### src/rtl/sync_fifo_fwft.sv
// Synchronous FIFO of any depth >= 2, with occupancy count, programmable
// almost flags, one-cycle overflow/underflow pulses and an optional FWFT read port.
module sync_fifo_fwft #(
    parameter int WIDTH         = 8,
    parameter int DEPTH         = 32,
    parameter int FWFT          = 0,
    parameter int AF_THRESH     = DEPTH - 1,
    parameter int AE_THRESH     = 1,
    parameter int POINTER_WIDTH = $clog2(DEPTH),
    parameter int COUNT_WIDTH   = $clog2(DEPTH + 1)
) (
    input  logic                   clk,
    input  logic                   rst,
    input  logic                   wr_en,
    input  logic [WIDTH-1:0]       din,
    output logic                   full,
    output logic                   almost_full,
    output logic                   overflow,
    input  logic                   rd_en,
    output logic [WIDTH-1:0]       dout,
    output logic                   empty,
    output logic                   almost_empty,
    output logic                   underflow,
    output logic [COUNT_WIDTH-1:0] count
);

    logic [WIDTH-1:0]         mem [DEPTH];
    logic [POINTER_WIDTH-1:0] wr_ptr;
    logic [POINTER_WIDTH-1:0] rd_ptr;
    logic [COUNT_WIDTH-1:0]   count_q;
    logic                     wr_acc;
    logic                     rd_acc;

    // Handshake: a write is taken when wr_en && !full, a read when rd_en && !empty;
    // a refused request touches no state except the overflow/underflow pulse next cycle.
    assign wr_acc = wr_en && !full;
    assign rd_acc = rd_en && !empty;

    assign count        = count_q;
    assign full         = (count_q == COUNT_WIDTH'(DEPTH));
    assign empty        = (count_q == '0);
    assign almost_full  = (count_q >= COUNT_WIDTH'(AF_THRESH));
    assign almost_empty = (count_q <= COUNT_WIDTH'(AE_THRESH));

    // Depth need not be a power of two, so wrap with an explicit compare.
    function automatic logic [POINTER_WIDTH-1:0] next_ptr(input logic [POINTER_WIDTH-1:0] p);
        if (p == POINTER_WIDTH'(DEPTH - 1)) begin
            return '0;
        end
        return p + POINTER_WIDTH'(1);
    endfunction

    always_ff @(posedge clk or posedge rst) begin
        if (rst) begin
            wr_ptr    <= '0;
            rd_ptr    <= '0;
            count_q   <= '0;
            overflow  <= 1'b0;
            underflow <= 1'b0;
        end else begin
            overflow  <= wr_en && full;
            underflow <= rd_en && empty;
            if (wr_acc) begin
                wr_ptr <= next_ptr(wr_ptr);
            end
            if (rd_acc) begin
                rd_ptr <= next_ptr(rd_ptr);
            end
            case ({wr_acc, rd_acc})
                2'b10:   count_q <= count_q + COUNT_WIDTH'(1);
                2'b01:   count_q <= count_q - COUNT_WIDTH'(1);
                default: count_q <= count_q;
            endcase
        end
    end

    always_ff @(posedge clk) begin
        if (wr_acc) begin
            mem[wr_ptr] <= din;
        end
    end

    generate
        if (FWFT != 0) begin : g_fwft
            assign dout = mem[rd_ptr];
        end else begin : g_std
            logic [WIDTH-1:0] dout_q;
            always_ff @(posedge clk or posedge rst) begin
                if (rst) begin
                    dout_q <= '0;
                end else if (rd_acc) begin
                    dout_q <= mem[rd_ptr];
                end
            end
            assign dout = dout_q;
        end
    endgenerate

endmodule

### config.mk
export PLATFORM = sky130hd
export DESIGN_NAME = sync_fifo_fwft
export DESIGN_NICKNAME = d
export VERILOG_FILES = /design/src/rtl/sync_fifo_fwft.sv
export SDC_FILE = /design/constraint.sdc
export NUM_CORES = 1
export LEC_CHECK = 0
export CORE_ASPECT_RATIO = 0.9
export CORE_MARGIN = 1
export CORE_UTILIZATION = 40
export CTS_CLUSTER_SIZE = 8
export DETAILED_ROUTE_END_ITERATION = 10
export SYNTH_ARGS = -nofsm -noshare
export SYNTH_HDL_FRONTEND = slang
export SYNTH_SLANG_ARGS = --single-unit
### constraint.sdc
create_clock -name clk -period 2.7 [get_ports clk]
set_input_delay 0.54 -clock clk [delete_from_list [all_inputs] [get_ports clk]]
set_output_delay 0.54 -clock clk [all_outputs]
set_load 0.03 [all_outputs]
# After elaboration in Yosys (flattened, before gate mapping)
# Memory sizes are Yosys's and may differ from the RTL's. A register that Yosys moved wholly into a read port is not among the register bits.
# Index checks and enable logic that the tools add are counted.
[op_classes]
add_sub_neg = 4
magnitude_cmp = 2
eq_ne = 5
muxes = 11
reduce_logical = 8
[op_table]
columns = ["operator", "count"]
rows = [
  ["$mux W5", 4],
  ["$pmux W6 S2", 1],
  ["$add A5 B1 Y5 const B", 2],
  ["$eq A5 B5 Y1 const B", 2],
  ["$add A6 B1 Y6 const B", 1],
  ["$eq A6 B6 Y1 const B", 1],
  ["$ge A6 B5 Y1 const B", 1],
  ["$le A6 B1 Y1 const B", 1],
  ["$logic_not A6 Y1", 1],
  ["$mux W1", 6],
  ["$sub A6 B1 Y6 const B", 1],
  ["$logic_and A1 B1 Y1", 4],
  ["$eq A2 B1 Y1 const B", 1],
  ["$eq A2 B2 Y1 const B", 1],
  ["$logic_not A1 Y1", 2],
  ["$reduce_bool A2 Y1", 1],
]
[word_totals]
ff_bits = 18
ramBits = 256
input_bits = 12
out_inout_bits = 20
elab_cells = 36
mem_count = 1
[memory_table]
columns = ["memory", "depth", "width", "rd", "rd_ports_with_merged_regs", "write_ports", "line_no", "rtl"]
rows = [
  ["mem", 32, 8, 1, 1, 1, "27", "logic [WIDTH-1:0] mem [DEPTH];"],
]

# Depth between registers and ports, before layout
[logic_depth]
depth_word = 5
ltp_mapped = 12

# Worst setup path after synthesis
# OpenSTA, ideal clock, no wires.
[synth_path]
kind = "register to register"
start = "register count_q[0], in the netlist count[0]"
end = "register count_q[5], in the netlist count[5]"
setup_time_ps = 127
arrival_ps = 2672
required_ps = 2573
path_slack_ps = -99
stages_incl_launch_ff = 13
path_buffers = 2
synth_period_minus_slack_ps = 2799
path_cell_list = "dfrtp_1 inv_1 ha_1 or4b_4 o21ai_4 inv_4 buf_6 ha_1 buf_2 or4b_2 a21oi_1 o21ai_1 xnor2_1"
[synth_via]
elab_chain_cells = 5
elab_cells_between_ends = 12
cone_classes = "add/sub: 2; eq/ne: 3; mux: 1; reduce/logical: 6"
[synth_rtl]
columns = ["item", "line_no", "rtl"]
rows = [
  ["from (decl)", "30", "logic [COUNT_WIDTH-1:0] count_q;"],
  ["from (signal assigned)", "70", "2'b10: count_q <= count_q + COUNT_WIDTH'(1);"],
  ["from (signal assigned)", "71", "2'b01: count_q <= count_q - COUNT_WIDTH'(1);"],
  ["from (signal assigned)", "72", "default: count_q <= count_q;"],
  ["$logic_not A6 Y1 *", "41", "assign empty = (count_q == '0);"],
  ["$logic_not A1 Y1 *", "37", "assign rd_acc = rd_en && !empty;"],
  ["$logic_and A1 B1 Y1 *", "37", ""],
  ["named net rd_acc", "32", "logic rd_acc;"],
  ["$eq A2 B1 Y1 or $eq A2 B2 Y1 (tied branches)", "69", "case ({wr_acc, rd_acc})"],
  ["$pmux W6 S2 or $reduce_bool A2 Y1 (tied branches)", "n/a", ""],
]
# Mark *: on every way through the listed nets, which the timed path passes. The rest lies on a longest branch.
# A chain may end at the register's enable or synchronous reset.

# Worst setup path after layout
[layout_path]
start = "register count_q[1], in the netlist count[1]"
end = "register count_q[5], in the netlist count[5]"
[layout_via]
elab_chain_cells = 5
elab_cells_between_ends = 12
cone_classes = "add/sub: 2; eq/ne: 3; mux: 1; reduce/logical: 6"
[layout_rtl]
columns = ["item"]
rows = [
  ["branches (longest 5 deep; another with $sub A6 B1 Y6)"],
]
# Parallel ways; which one is timed is not known.

==> flow_summary.yaml <==
grt:
  grt_antenna_before_repair: 0
  grt_usage: 0.181
  grt_pass1_vias: 6333
  grt_max_degree: 33
  grt_pass1_wl_um: 39300
  grt_overflow: 0
finish:
  drive_gt1_frac: 0.228
  syn_to_final_growth_pct: 19.3
  layout.nets: 761
  final_common_cell: "edfxtp_1"
  diodes: 0
  mostFrequentLayoutCells: "edfxtp_1 (256), buf_4 (63), mux2i_1 (56)"
  postLayoutCellArea_mm2: 0.0136
sta:
  maxSlewViolCount: 0
  fin_crit_sh: 0.954
  worst_slack_ns: 0.125
  final.setup_skew_ns: 0.00950
  fmaxAchievable_mhz: 388
  hold_viol: 0
  rsz0062_at_grt: "no"
  setup_violations: 0
  worst_slew_pin_slew_ns: 0.750
  setup-tns-final_ns: 0
  fin_crit_ns: 2.57
  max_slew_margin: 0.500
worst_setup_path:
  cp-end-kind: "flip-flop"
  rr_worst_depth: 11
  crit_end: "count[5]$_DFFE_PP0P_"
  cp-start-kind: "flip-flop"
  cp-startpoint: "count[1]$_DFFE_PP0P_"
  crit_required_ns: 3.08
  r2r_start: "count[1]$_DFFE_PP0P_"
  crit_type: "flip-flop to flip-flop"
  worstPathMaxFanout: 7
  r2r-end: "count[5]$_DFFE_PP0P_"
  worstPathArrival_ns: 2.95
  worst-r2r-setup-slack_ns: 0.13
clock_tree:
  hold_buffers: 0
  cts.path.max_buffers: 3
  cts-buffers-inserted: 41
  cts_tree: "yes"
  clockRootBuffer: "clkbuf_16"
  htreeDepth: 2
  worstSkewPairLatency_ns: 0.51
  clkTransAtPathRegs_ns: 0.05
  clkSinkCount: 282
synthesis:
  ys.flop_type: "edfxtp_1"
  ys_seq_area_frac: 0.729
  synth_area_per_cell_um2: 18.1
  ys_seq_elements: 282
  ys_warn_count: 0
  synth_area_mm2: 0.0114
  async_flop_share: 0.0922
  synth-edff-count: 256
  syn_nets: 656
  synth_cells: 632
  yosys.cell_types.count: 56
placed_design:
  pre_cts_slack_ns: 0.0211
  dp_hpwl_um: 16700
  place.gp.congestion: 0.889
  io_buffers: 31
  dpl_cell_area_mm2: 0.0125
floorplan:
  die_area_mm2: 0.0293
  die-height_um: 162
  core_mm2: 0.0280
  die_w_um: 180
  fp-row-count: 58
  io_pins: 32
  start_util: 0.408
hold_path:
  min_path_type: "primary input to async pin"
status:
  status: "finished, final reports clean"
routing:
  wl_um: 25500
  dr.pass1.iters: 5
  ant_nets: 0
  via_per_inst: 5.42
  drcViolationCount: 0
  dr_total_vias: 6061
  avgRoutedWirePerCell_um: 22.8
  dr.first_iter.drc_count: 529
pwr:
  powerDensity_mw_per_mm2: 1030
  ir_drop_v: 0.000467
  power_leakage_nw: 4.69
run:
  drv_cap: 0
==> what timing repair did <==
action / in CTS / in global routing
endpoints found under the setup margin: 3 / 2
pin swaps: 0 / 1
buffers inserted: 0 / 1
resized for setup: 11 / 3
==> synthesized netlist by cell type, drive strengths merged (4+ instances only) <==
cell	number	area share
dfrtp	26	0.057
a311oi	8	0.0067
mux4	40	0.079
edfxtp	256	0.67
nor2	53	0.017
nand3	4	0.0017
o2111a	7	0.0069
ha	12	0.013
and3	4	0.0022
nor2b	4	0.0022
buf	26	0.018
clkbuf	8	0.0026
inv	10	0.0035
nand2	33	0.011
a211oi	8	0.0052
o21ai	9	0.0049
mux2i	56	0.049
o22a	7	0.0054
a21oi	5	0.0025
o22ai	15	0.0082
nand3b	7	0.0049
==> routing by layer <==
| metal | part of all wire | GRT usage | up-vias |
|---|---|---|---|
| li1 | - | - | 2736 |
| met1 | 0.42 | 0.238 | 3079 |
| met2 | 0.50 | 0.309 | 202 |
| met3 | 0.057 | 0.0333 | 44 |
| met4 | 0.023 | 0.0536 | 0 |
| met5 | 0 | 0 | - |
==> worst max-delay path, stage by stage (launching register included) <==
cell,delay [ns]
dfrtp_2,0.44
inv_2,0.08
ha_1,0.15
or4b_4,0.52
o21ai_4,0.19
inv_4,0.05
ha_1,0.20
buf_4,0.17
nand4b_1,0.20
a21oi_2,0.21
o21ai_1,0.11
xnor2_1,0.13
==> where the power goes <==
group	switching [mW]	internal, mW
combinational	2.17	1.76
sequential	0.488	5.14
clock	1.70	2.84
==> layout make-up <==
| cell class | instances | area (um^2) |
|---|---|---|
| clock buffers | 63 | 1130 |
| fillers | 2303 | 14400 |
| flip-flops and latches | 282 | 8350 |
| inverters | 10 | 40.0 |
| well taps | 360 | 450 |
| clock inverters | 2 | 25.0 |
| repair buffers | 96 | 815 |
| multi-input cells | 306 | 2840 |
==> stage by stage <==
| stage | total power, mW | utilization | hold slack [ns] | std cells |
|---|---|---|---|---|
| 2_1_floorplan | 8.31 | - | 0.511 | 632 |
| 3_3_place_gp | 9.57 | 0.446 | 0.541 | 1053 |
| 3_5_place_dp | 9.66 | 0.446 | 0.557 | 1053 |
| 4_1_cts | 14.2 | 0.487 | 0.485 | 1118 |
| 5_1_grt | 14.7 | 0.487 | 0.555 | 1119 |
| 6_report | 14.1 | 0.487 | 0.467 | 1119 |
==> sequential cells by signal, summed over array words and instances, names as in the netlist <==
name       count
count          6
dout           8
mem          256
overflow       1
wr_ptr         5
underflow      1
rd_ptr         5
==> logic make-up (layout without fill, tap and decap cells) <==
logic type                 after synthesis  count (layout)  synth area share
DFF                                    282             282             0.729
adders and majority gates               12              12            0.0131
AOI/OAI and AO/OA                       69              69            0.0489
xor gates and xnor gates                 6               6           0.00459
muxes                                   97              97             0.129
and+or+nand+nor                        122             122            0.0516
buffers and inverters                   44             171            0.0243
==> how the worst min path moves through the flow <==
stage	start	endpoint	slack [ns]	cells after the start
CTS	rst	count[5]$_DFFE_PP0P_	0.48	2
floorplan	rd_ptr[4]$_DFFE_PP0P_	rd_ptr[4]$_DFFE_PP0P_	0.51	2
detailed placement	dout[4]$_DFFE_PP0P_	dout[4]$_DFFE_PP0P_	0.56	2
global placement	count[1]$_DFFE_PP0P_	count[1]$_DFFE_PP0P_	0.54	2
finish	rst	wr_ptr[2]$_DFFE_PP0P_	0.47	2
global route	rst	count[5]$_DFFE_PP0P_	0.56	2
No activity file was read; power rests on OpenSTA's default activity.
